## src/rtl/axi_axis_reader_pkg.sv

```systemverilog
`default_nettype none
// ============================================================================
//  Module      : axi_axis_reader_pkg
//  Description : Shared constants and types for the AXI4-Lite stream reader.
//                Holds the response codes, register offsets, status bit
//                positions and the read-channel state encoding.
//  Ports       : none (package)
//  Revision    : 1.0  initial release
// ============================================================================
package axi_axis_reader_pkg;

  localparam logic [1:0] RESP_OKAY   = 2'b00;
  localparam logic [1:0] RESP_SLVERR = 2'b10;

  // Register map; only address bit 2 separates the two registers.
  localparam int unsigned DATA_OFFSET   = 0;
  localparam int unsigned STATUS_OFFSET = 4;

  // Status register layout: fill level in the low half-word.
  localparam int unsigned STAT_EMPTY_BIT = 16;
  localparam int unsigned STAT_FULL_BIT  = 17;

  typedef enum logic [0:0] {
    ST_IDLE = 1'b0,
    ST_RESP = 1'b1
  } rd_state_t;

endpackage : axi_axis_reader_pkg
`default_nettype wire

```

## src/rtl/axis_reader_fifo.sv

```systemverilog
`default_nettype none
// ============================================================================
//  Module      : axis_reader_fifo
//  Description : Synchronous prefetch FIFO, 2^DEPTH_LOG2 words of WIDTH bits.
//                Head word is presented combinationally on o_rdata. Pushes
//                while full and pops while empty are ignored.
//  Ports       : clk, rst (async, active-high)
//                i_push/i_wdata   write side
//                i_pop/o_rdata    read side (show-ahead)
//                o_full/o_empty/o_count  occupancy
//  Revision    : 1.0  initial release
// ============================================================================
module axis_reader_fifo #(
  parameter int unsigned WIDTH      = 32,
  parameter int unsigned DEPTH_LOG2 = 4
) (
  input  logic                  clk,
  input  logic                  rst,
  input  logic                  i_push,
  input  logic [WIDTH-1:0]      i_wdata,
  input  logic                  i_pop,
  output logic [WIDTH-1:0]      o_rdata,
  output logic                  o_full,
  output logic                  o_empty,
  output logic [DEPTH_LOG2:0]   o_count
);

  localparam logic [DEPTH_LOG2:0] c_FULL_CNT = {1'b1, {DEPTH_LOG2{1'b0}}};

  logic [WIDTH-1:0]      r_mem [0:(1<<DEPTH_LOG2)-1];
  logic [DEPTH_LOG2-1:0] r_wptr;
  logic [DEPTH_LOG2-1:0] r_rptr;
  logic [DEPTH_LOG2:0]   r_count;
  logic                  w_wr;
  logic                  w_rd;

  assign o_full  = (r_count == c_FULL_CNT);
  assign o_empty = (r_count == '0);
  assign o_count = r_count;
  assign o_rdata = r_mem[r_rptr];

  assign w_wr = i_push & ~o_full;
  assign w_rd = i_pop & ~o_empty;

  // Storage carries no reset; only the pointers define validity.
  always_ff @(posedge clk) begin
    if (w_wr) begin
      r_mem[r_wptr] <= i_wdata;
    end
  end

  // Pointers wrap naturally at their width.
  always_ff @(posedge clk or posedge rst) begin
    if (rst) begin
      r_wptr  <= '0;
      r_rptr  <= '0;
      r_count <= '0;
    end else begin
      if (w_wr) begin
        r_wptr <= r_wptr + DEPTH_LOG2'(1);
      end
      if (w_rd) begin
        r_rptr <= r_rptr + DEPTH_LOG2'(1);
      end
      case ({w_wr, w_rd})
        2'b10:   r_count <= r_count + (DEPTH_LOG2+1)'(1);
        2'b01:   r_count <= r_count - (DEPTH_LOG2+1)'(1);
        default: r_count <= r_count;
      endcase
    end
  end

endmodule : axis_reader_fifo
`default_nettype wire

```

## src/rtl/axi_axis_reader.sv

```systemverilog
`default_nettype none
// ============================================================================
//  Module      : axi_axis_reader
//  Description : AXI4-Lite read-only slave draining an AXI4-Stream through a
//                prefetch FIFO. Each read of the data register pops one word;
//                an empty FIFO answers SLVERR with zero data.
//                Optional macro AXI_AXIS_READER_STATUS_EN adds a status
//                register at offset 4 (count, empty, full). Without it the
//                read address is ignored and every read hits the data register.
//  Ports       : aclk, areset (async, active-high)
//                s_axi_ar*  read address channel
//                s_axi_r*   read data channel (one outstanding read)
//                s_axis_*   stream input, tready = FIFO not full
//  Revision    : 1.0  initial release
// ============================================================================
module axi_axis_reader
  import axi_axis_reader_pkg::*;
#(
  parameter int unsigned AXI_DATA_WIDTH  = 32,
  parameter int unsigned AXI_ADDR_WIDTH  = 16,
  parameter int unsigned FIFO_DEPTH_LOG2 = 4
) (
  input  logic                      aclk,
  input  logic                      areset,
  input  logic [AXI_ADDR_WIDTH-1:0] s_axi_araddr,
  input  logic                      s_axi_arvalid,
  output logic                      s_axi_arready,
  output logic [AXI_DATA_WIDTH-1:0] s_axi_rdata,
  output logic [1:0]                s_axi_rresp,
  output logic                      s_axi_rvalid,
  input  logic                      s_axi_rready,
  input  logic [AXI_DATA_WIDTH-1:0] s_axis_tdata,
  input  logic                      s_axis_tvalid,
  output logic                      s_axis_tready
);

  rd_state_t                 r_state;
  rd_state_t                 w_state_nxt;
  logic                      r_rst_done;
  logic [AXI_DATA_WIDTH-1:0] r_rdata;
  logic [AXI_DATA_WIDTH-1:0] w_rdata_nxt;
  logic [1:0]                r_rresp;
  logic [1:0]                w_rresp_nxt;
  logic                      w_ar_hs;
  logic                      w_sel_status;
  logic                      w_pop;
  logic                      w_push;
  logic [AXI_DATA_WIDTH-1:0] w_head;
  logic                      w_full;
  logic                      w_empty;
  logic [FIFO_DEPTH_LOG2:0]  w_count;
  logic                      w_unused;

  // Only address bit 2 matters; the rest of the bus is deliberately dropped.
  assign w_unused = ^{s_axi_araddr, w_count};

  // r_rst_done keeps both ready outputs low while reset is held and for the
  // remainder of the cycle in which it is released.
  always_ff @(posedge aclk or posedge areset) begin
    if (areset) begin
      r_rst_done <= 1'b0;
    end else begin
      r_rst_done <= 1'b1;
    end
  end

  assign s_axi_arready = r_rst_done & (r_state == ST_IDLE);
  assign s_axi_rvalid  = (r_state == ST_RESP);
  assign s_axi_rdata   = r_rdata;
  assign s_axi_rresp   = r_rresp;
  assign s_axis_tready = r_rst_done & ~w_full;

  assign w_ar_hs = s_axi_arvalid & s_axi_arready;
  assign w_push  = s_axis_tvalid & s_axis_tready;

`ifdef AXI_AXIS_READER_STATUS_EN
  logic [AXI_DATA_WIDTH-1:0] w_status;

  assign w_sel_status = s_axi_araddr[2];

  always_comb begin
    w_status                             = '0;
    w_status[FIFO_DEPTH_LOG2:0]          = w_count;
    w_status[STAT_EMPTY_BIT]             = w_empty;
    w_status[STAT_FULL_BIT]              = w_full;
  end
`else
  assign w_sel_status = 1'b0;
`endif

  // Pop only on a data-register handshake with something to hand back.
  assign w_pop = w_ar_hs & ~w_sel_status & ~w_empty;

  axis_reader_fifo #(
    .WIDTH      (AXI_DATA_WIDTH),
    .DEPTH_LOG2 (FIFO_DEPTH_LOG2)
  ) u_fifo (
    .clk     (aclk),
    .rst     (areset),
    .i_push  (w_push),
    .i_wdata (s_axis_tdata),
    .i_pop   (w_pop),
    .o_rdata (w_head),
    .o_full  (w_full),
    .o_empty (w_empty),
    .o_count (w_count)
  );

  always_ff @(posedge aclk or posedge areset) begin
    if (areset) begin
      r_state <= ST_IDLE;
      r_rdata <= '0;
      r_rresp <= RESP_OKAY;
    end else begin
      r_state <= w_state_nxt;
      r_rdata <= w_rdata_nxt;
      r_rresp <= w_rresp_nxt;
    end
  end

  always_comb begin
    w_state_nxt = r_state;
    w_rdata_nxt = r_rdata;
    w_rresp_nxt = r_rresp;
    case (r_state)
      ST_IDLE: begin
        if (w_ar_hs) begin
          w_state_nxt = ST_RESP;
`ifdef AXI_AXIS_READER_STATUS_EN
          if (w_sel_status) begin
            w_rdata_nxt = w_status;
            w_rresp_nxt = RESP_OKAY;
          end else
`endif
          if (w_empty) begin
            w_rdata_nxt = '0;
            w_rresp_nxt = RESP_SLVERR;
          end else begin
            w_rdata_nxt = w_head;
            w_rresp_nxt = RESP_OKAY;
          end
        end
      end
      ST_RESP: begin
        if (s_axi_rready) begin
          w_state_nxt = ST_IDLE;
        end
      end
      default: w_state_nxt = ST_IDLE;
    endcase
  end

endmodule : axi_axis_reader
`default_nettype wire

```

## config.mk

```make
export PLATFORM = sky130hd
export DESIGN_NAME = axi_axis_reader
export DESIGN_NICKNAME = d
export VERILOG_FILES = /design/src/rtl/axi_axis_reader_pkg.sv /design/src/rtl/axis_reader_fifo.sv /design/src/rtl/axi_axis_reader.sv
export SDC_FILE = /design/constraint.sdc
export NUM_CORES = 1
export LEC_CHECK = 0
export BUFFER_PORTS_ARGS = -buffer_cell sky130_fd_sc_hd__buf_4
export CAP_MARGIN = 15
export CELL_PAD_IN_SITES_DETAIL_PLACEMENT = 2
export CELL_PAD_IN_SITES_GLOBAL_PLACEMENT = 2
export CORE_MARGIN = 2
export CORE_UTILIZATION = 40
export DETAILED_ROUTE_END_ITERATION = 8
export PLACE_DENSITY = 0.72
export RECOVER_POWER = 25
export SETUP_SLACK_MARGIN = 0.3
export SLEW_MARGIN = 20
export SYNTH_ARGS = -nofsm -noshare
export SYNTH_HDL_FRONTEND = slang
export SYNTH_SLANG_ARGS = --single-unit
```

## constraint.sdc

```tcl
create_clock -name aclk -period 5.97 [get_ports aclk]
set_input_delay 0.8955 -clock aclk [delete_from_list [all_inputs] [get_ports aclk]]
set_output_delay 0.8955 -clock aclk [all_outputs]
set_load 0.02 [all_outputs]
```

==> results of run 1 <==
[tightest hold or removal path, delay by kind of cell, from the launching register on]
kind / cells / cell delay (ns)
DFF: 1 / 0.34
AOI/OAI and AO/OA: 1 / 0.06
and+or+nand+nor: 1 / 0.05
[power breakdown]
group | total, mW | internal, mW | switching, mW
combinational | 2.74 | 1.38 | 1.36
sequential | 5.01 | 4.62 | 0.389
clock | 3.77 | 2.25 | 1.52
total | 11.5 | 8.25 | 3.27
[how the worst max path moves through the flow]
stage                                 start                end  slack [ns]  depth (start not counted)
after floorplan               s_axi_arvalid  u_fifo.o_count[4]        2.83                         11
after global placement        s_axi_arvalid  u_fifo.o_count[4]        2.61                         11
after detailed placement      s_axi_arvalid  u_fifo.o_count[4]        2.52                         11
after CTS                 u_fifo.o_count[1]  u_fifo.o_count[4]        2.75                         10
after global routing      u_fifo.o_count[1]  u_fifo.o_count[4]        2.49                         10
final                     u_fifo.o_count[1]  u_fifo.o_count[4]        2.78                         10
[state kept, by name (all words and copies together), names as in the netlist]
signal and cells:
s_axi_rresp 1, s_axi_rvalid 1, u_fifo.r_mem 512, u_fifo.r_wptr 4, s_axi_rdata 32, u_fifo.o_count 5
r_rst_done 1, u_fifo.r_rptr 4
[placed cells by master, fill, tap and decap left out, types with 3 or more instances in the layout]
cell and count:
edfxtp_1 512, mux2i_1 96, buf_4 72, mux4_1 71
clkbuf_16 59, mux4_2 57, dfrtp_1 44, clkbuf_1 33
a22o_1 32, and2_2 16, clkinv_2 15, ha_1 9
bufinv_16 9, xnor2_1 7, clkinv_1 7, inv_1 6
nand2_1 5, o21ai_0 5, xor2_1 4, a21oi_1 4
clkbuf_8 4, nor2_1 3, nor3b_1 3, inv_6 3
dfrtp_4 3
[per-stage QoR]
stage	hold WS, ns	setup WS [ns]
4_1_cts	0.452	2.75
2_1_floorplan	0.455	2.83
3_3_place_gp	0.466	2.61
6_report	0.484	2.78
5_1_grt	0.506	2.49
3_5_place_dp	0.476	2.52
[cells by family after synthesis]
group	Yosys count
DFF	560
muxes	226
buffers and inverters	60
AOI/OAI and AO/OA	49
and+or+nand+nor	37
xor gates and xnor gates	11
adders and majority gates	9
other	2
[layer usage]
| layer | share of wire | up-vias | global-route usage |
|---|---|---|---|
| li1 | - | 4270 | - |
| met2 | 0.52 | 210 | 0.342 |
| met3 | 0.033 | 69 | 0.0280 |
| met4 | 0.018 | 2 | 0.0498 |
| met5 | 0.00026 | - | 0 |
| met1 | 0.43 | 5577 | 0.257 |
[cell type report]
cell class,instances,area [sq um],area share
sequential,560,16600,0.660
multi-input combinational,334,4990,0.198
clock buffer,72,1570,0.0622
tap,696,871,0.0346
timing repair buffer,98,678,0.0270
clock inverter,37,422,0.0168
inverter,8,30.0,0.00119
antenna,2,5.00,0.000199
==> metrics.cfg, run 1 <==
[logic_synthesis]
async_flop_share = 0.0857
synth-compound-area-share = 0.0178
muxShareOfSynthArea = 0.188
synth_area_leaders = edfxtp_1 (70%), mux4_1 (8.5%), mux4_2 (5.8%)
ys_ff_latch = 560
synth_warnings = 0
synth_top_family_by_area = multiplexers
synth_area_sq_um = 22000
synth_flop_cell = edfxtp_1
synth-xor-area-share = 0.00438
synth_top_area_frac = 0.699
synth_area_per_cell_sq_um = 23.0
synth_most_common_cell = edfxtp_1
synth_simple_gate_area_frac = 0.00996
synth_largest_area_cell = edfxtp_1
yosysSeqAreaShare = 0.754
synth_edf_count = 512
synth_common_cells = edfxtp_1 (512), mux2i_1 (96), mux4_1 (71)
synth_cell_types = 42
netlist_instances = 954
syn_nets = 1016
post_synth_fa_ha_maj_area_fraction = 0.00512

[worst_setup_path]
r2r_end = u_fifo.o_count[4]
slowest_delay_ns = 0.60
crit_top_cell = ha_1
timing.rr.start = u_fifo.o_count[1]
critPathLaunchType = flip-flop
path_delay_family = adder cells
path_class = reg -> reg
crit_path_end_kind = flip-flop
regToRegSetupSlack_ns = 2.78
cp.required_ns = 6.46
critPathSlowestCell = nor4_1
path_cells = nor4_1 -> a21oi_4 -> buf_4 -> ha_1 -> xor2_1 -> ha_1 -> o211a_1 -> o31ai_1 -> a31oi_1 -> xnor2_1
cp.buffers_inverters = 1
path_max_fanout = 38
arrival_ns = 3.68
reg2regPathDepth = 10

[power_and_ir_drop]
power_density_nw_per_um2 = 458
peakVddDrop_mv = 0.208
power.total_mw = 11.5
power.leakage_nw = 8.60

[placed_design]
place_inst = 1696
place_area_sq_um = 23200
io_buffers = 72
gp_congestion = 0.652
hpwl_mm = 28.1

[global_routing]
grt_pass1_vias = 11294
grt_max_degree = 63
grt_util_all_layers = 0.195
grt_pass1_wl_mm = 79.3
antenna_found_initial = 3
gr-total-overflow = 0

[min_path]
hold_path.class = reg -> reg
holdPathStages = 2
hp-start = s_axi_rresp[1]
hold_end = s_axi_rresp[1]

[timing]
max-slew-margin-rel = 0.387
rsz0062_at_grt = no
drv_slew = 0
hold_viol_final = 0
fin_setup_tns_ns = 0
fin_skew_ns = 0.0141
fin_crit_ns = 3.19
period_share = 0.535
worstMarginPinSlew_ns = 0.919
max_freq_ghz = 0.313
setup_violations = 0

[routing]
vias_per_cell = 5.60
drcViolationCount = 0
wirelength_mm = 54.4
wl_per_cell_um = 30.1
vias = 10128
drt_iter0_markers = 658
drtPass1Iterations = 5
drtAntennaViolNets = 0

[die]
ios = 90
die-height_um = 238
start_util = 0.406
die_x_um = 238
die-area_sq_um = 56900
coreArea_sq_um = 54100
num_rows = 85

[job]
cap_viol_max_count = 0

[clocking]
clock_path_buffers = 3
worstSkewPairLatency_ns = 0.61
cts_setup_buffers = 0
clock-sinks = 560
cts_root_buf = clkbuf_16
htreeDepth = 2
ctsHoldBuffers = 0
cts_tree = yes
clk_pin_slew_worst_paths_ns = 0.06
cts_resized = 0
cts_made_buffers = 58

[finish]
areaGrowthSynthToFinish_pct = 14.4
stdcell_count = 1807
fin_util = 0.465
design_area_sq_um = 25100
fillerInstances = 4710
drive_gt1_frac = 0.225
nets = 1122

[outcome]
status = finished clean

Note: power is estimated with default switching activity, not from simulation.
==> run 2: changes to the inputs <==
clock period = 3.25 ns   (was 5.97 ns; I/O delays follow)
==> metrics.cfg, run 2 (synthesis gave the netlist of run 1 again) <==
[finish]
drive_gt1_frac = 0.231
largest_register_ffs = 512
final_cell_mix = edfxtp_1 (512), mux2i_1 (96), mux4_1 (71), buf_4 (67), clkbuf_16 (62)
fillerInstances = 4722
areaGrowthSynthToFinish_pct = 15.7
nets = 1135
largest-register = u_fifo.r_mem
final_common_cell = edfxtp_1

[timing]
hold_viol_final = 0
fin_crit_ns = 2.85
max_freq_ghz = 0.351
period_share = 0.876
setup_violations = 0
max-slew-margin-rel = 0.298
hold_slack_ns = 0.0484
fin_setup_tns_ns = 0
drv_slew = 0
fin_skew_ns = 0.0170
rsz0062_at_grt = yes
worstMarginPinSlew_ns = 1.05

[power_and_ir_drop]
power.leakage_nw = 8.70
switchingPower_mw = 6.22
p_int_mw = 15.3
comb_power_share = 0.249
power.share.switching = 0.290
peakVddDrop_mv = 0.475
power_frac_seq = 0.428
power_density_nw_per_um2 = 844
pwr-share-clk = 0.323

[worst_setup_path]
critPathLaunchType = flip-flop
cp.required_ns = 3.76
crit_path_end_kind = flip-flop
slowest_delay_ns = 0.57
regToRegSetupSlack_ns = 0.40
endpoint = u_fifo.o_count[4]
path_cells = or4_1 -> o211a_2 -> inv_2 -> ha_4 -> xor2_1 -> ha_1 -> o211a_1 -> o31ai_1 -> a31oi_1 -> xnor2_1
path_class = reg -> reg
startpoint = u_fifo.o_count[1]
r2r_end = u_fifo.o_count[4]
critPathSlowestCell = or4_1
arrival_ns = 3.35
timing.rr.start = u_fifo.o_count[1]
path_max_fanout = 9
reg2regPathDepth = 10

[clocking]
cts_root_buf = clkbuf_16
cts_made_buffers = 60
ctsHoldBuffers = 0
clock_path_buffers = 3
clock-sinks = 560
cts_tree = yes
clk_pin_slew_worst_paths_ns = 0.06
htreeDepth = 2
worstSkewPairLatency_ns = 0.62

[placed_design]
gp_congestion = 0.709
hpwl_mm = 31.6
io_buffers = 72

[routing]
drtAntennaViolNets = 0
vias_per_cell = 5.62
wl_per_cell_um = 30.1
drtPass1Iterations = 4
drt_iter0_markers = 699
drcViolationCount = 0
vias = 10242
wirelength_mm = 54.9

[global_routing]
grt_pass1_vias = 11492
grt_max_degree = 49
gr-total-overflow = 0
grt_pass1_wl_mm = 80.5
antenna_found_initial = 2
grt_util_all_layers = 0.198

[die]
ios = 90
num_rows = 85
die_x_um = 238
die-height_um = 238
start_util = 0.406
die-area_sq_um = 56900
coreArea_sq_um = 54100

[outcome]
status = finished clean

[job]
cap_viol_max_count = 0

[min_path]
hold_path.class = in -> reg

## run 2: through the flow
stage | setup WS (ns) | instance area, sq um | total power, mW | cells | utilization
2_1_floorplan | 0.433 | 22000 | 13.0 | 954 | -
3_3_place_gp | 0.297 | 23500 | 14.5 | 1707 | 0.434
3_5_place_dp | 0.209 | 23500 | 14.7 | 1707 | 0.434
4_1_cts | 0.376 | 25500 | 21.8 | 1821 | 0.472
5_1_grt | 0.252 | 25400 | 22.3 | 1822 | 0.470
6_report | 0.404 | 25400 | 21.5 | 1822 | 0.470
## run 2: what timing repair did
| action | in CTS | in global routing |
|---|---|---|
| setup buffers | 0 | 0 |
| gates resized for setup | 2 | 2 |
| setup endpoints to repair | 1 | 20 |
| pin swaps | 0 | 0 |
## run 2: worst min path at each step
stage | from | end | slack (ns) | depth (start not counted)
2_1_floorplan | u_fifo.o_count[4] | s_axi_rresp[1] | 0.46 | 1
3_3_place_gp | s_axi_rresp[1] | s_axi_rresp[1] | 0.48 | 2
3_5_place_dp | s_axi_rresp[1] | s_axi_rresp[1] | 0.48 | 2
4_1_cts | s_axi_rready | s_axi_rvalid | 0.01 | 2
5_1_grt | s_axi_rready | s_axi_rvalid | 0.05 | 2
6_report | s_axi_rready | s_axi_rvalid | 0.05 | 2
## run 2: critical path, delay by kind of cell, from the launching register on
family | cells | cell delay, ns
AO/OA/AOI/OAI | 4 | 0.90
XOR/XNOR | 2 | 0.22
adder cells (fa/ha/maj) | 2 | 0.43
buffers and inverters | 1 | 0.13
flip-flops | 1 | 0.48
AND/OR/NAND/NOR | 1 | 0.57
## run 2: power by group through the flow
stage | sequential (mW) | clock [mW] | combinational [mW]
6_report | 9.18 | 6.94 | 5.34
3_3_place_gp | 9.26 | 0 | 5.21
3_5_place_dp | 9.32 | 0 | 5.43
4_1_cts | 9.19 | 7.09 | 5.47
2_1_floorplan | 9.04 | 0 | 3.93
5_1_grt | 9.26 | 7.31 | 5.72
## run 2: layer usage
layer | global-route usage | vias up | wire [um]
met3 | 0.0287 | 95 | 1730
met5 | 0 | - | 15
met2 | 0.353 | 221 | 28700
met4 | 0.0610 | 2 | 1380
li1 | - | 4310 | -
met1 | 0.249 | 5614 | 23000
## run 2: area by class of cell
type | count | area [sq um] | area share
tap | 696 | 871 | 0.0342
inverter | 8 | 30.0 | 0.00118
clock buffer | 82 | 1670 | 0.0655
clock inverter | 32 | 335 | 0.0132
timing repair buffer | 109 | 937 | 0.0368
antenna | 1 | 2.50 | 0.0000984
sequential | 560 | 16600 | 0.652
multi-input combinational | 334 | 5010 | 0.197
==> run 3: changes to the inputs <==
CORE_UTILIZATION = 45   (was 40)
PLACE_DENSITY = 0.79   (was 0.72)
==> metrics.cfg, run 3 (synthesis gave the netlist of run 1 again) <==
[timing]
fin_crit_ns = 2.82
hold_slack_ns = 0.0516
fin_ws_ns = 0.432
setup_violations = 0
max-slew-margin-rel = 0.410
fin_skew_ns = 0.0226
hold_viol_final = 0
drv_slew = 0
fin_setup_tns_ns = 0
rsz0062_at_grt = no
worstMarginPinSlew_ns = 0.885
max_freq_ghz = 0.355
period_share = 0.867

[die]
ios = 90
die-area_sq_um = 50600
die-height_um = 225
start_util = 0.453
num_rows = 81
coreArea_sq_um = 48500
die_x_um = 225

[placed_design]
io_buffers = 72
place_inst = 1625
dp_slack_ns = 0.172
gp_congestion = 0.702
hpwl_mm = 30.7

[routing]
drt_iter0_markers = 806
vias_per_cell = 5.88
drtPass1Iterations = 5
vias = 10224
drcViolationCount = 0
wirelength_mm = 55.0
wl_per_cell_um = 31.6
drtAntennaViolNets = 0

[worst_setup_path]
path_class = reg -> reg
cp.required_ns = 3.74
critPathLaunchType = flip-flop
crit_path_end_kind = flip-flop
reg2regPathDepth = 10
path_max_fanout = 9
arrival_ns = 3.31

[global_routing]
grt_max_degree = 53
gr-total-overflow = 0
grt_util_all_layers = 0.221
antenna_found_initial = 1
grt_pass1_vias = 11306
grt_pass1_wl_mm = 79.7

[finish]
final_common_cell = edfxtp_1
areaGrowthSynthToFinish_pct = 15.0
fillerInstances = 4023
multi_input_area_sq_um = 5020
largest_register_ffs = 512
drive_gt1_frac = 0.234
stdcell_count = 1739
final_cell_mix = edfxtp_1 (512), mux2i_1 (96), mux4_1 (71), buf_4 (64), clkbuf_16 (60)
largest-register = u_fifo.r_mem
seqCellArea_sq_um = 16600
nets = 1129

[clocking]
cts_made_buffers = 59
clk_pin_slew_worst_paths_ns = 0.06
cts_root_buf = clkbuf_16
cts_tree = yes
worstSkewPairLatency_ns = 0.63
clock-sinks = 560
clock_path_buffers = 3
htreeDepth = 2

[min_path]
hold_path.class = in -> reg
holdPathStages = 2

[power_and_ir_drop]
power_density_nw_per_um2 = 836
peakVddDrop_mv = 0.505
power.leakage_nw = 8.66
power.total_mw = 21.1

[outcome]
status = finished clean

[job]
cap_viol_max_count = 0

[run 3: cell types whose count changed in the layout (fill, tap and decap cells not counted), moves of 2 or more]
cell	change
buf_4	-3
bufinv_16	-3
clkbuf_1	-8
clkbuf_16	-2
clkbuf_8	+6
clkinv_1	-2
clkinv_2	+4
clkinv_4	-3
[run 3: cell type report]
type | count | share of cell area
sequential | 560 | 0.656
multi-input combinational | 334 | 0.199
clock buffer | 81 | 0.0665
timing repair buffer | 104 | 0.0361
tap | 622 | 0.0308
clock inverter | 29 | 0.0104
inverter | 8 | 0.00119
antenna | 1 | 0.0000990
[run 3: critical path: stages (launching register included)]
cell and delay (ns):
dfrtp_1 0.49, or4_1 0.57, o211a_4 0.31, inv_2 0.13, ha_4 0.18, xor2_1 0.08, ha_1 0.23, o211a_1 0.25
o31ai_1 0.23, a31oi_1 0.10, xnor2_1 0.14
[run 3: metrics by stage]
step | utilization | area (sq um)
after floorplan | - | 22000
after global placement | 0.481 | 23300
after detailed placement | 0.481 | 23300
after CTS | 0.521 | 25300
after global routing | 0.521 | 25300
final | 0.521 | 25300
[run 3: final timing paths]
path	startpoint	end	slack, ns
worst max-delay path	u_fifo.o_count[2]	u_fifo.o_count[4]	0.43
min in group asynchronous	areset	s_axi_rdata[21]	0.49
worst min register to register	u_fifo.o_count[4]	s_axi_rresp[1]	0.49
max in group asynchronous	areset	u_fifo.o_count[1]	1.98
worst max register to register	u_fifo.o_count[2]	u_fifo.o_count[4]	0.43
worst min-delay path	s_axi_rready	s_axi_rvalid	0.05
[run 3: routing by layer]
metal	up-vias	track usage	wire length, um
met2	300	0.386	28400
met5	-	0	0
met1	5565	0.294	23400
met3	76	0.0284	2210
met4	0	0.0622	991
li1	4283	-	-
[run 3: power breakdown]
part | internal [mW] | total (mW) | switching [mW]
Sequential | 8.49 | 9.15 | 0.665
Clock | 3.86 | 6.68 | 2.82
Combinational | 2.63 | 5.30 | 2.67
[run 3: timing repair]
action	4_1_cts	5_1_grt
endpoints found under the setup margin	2	15
gates resized for setup	2	3
hold buffers	1	0
pin swaps	0	0
endpoints found under the hold margin	16	0
setup buffers	0	2
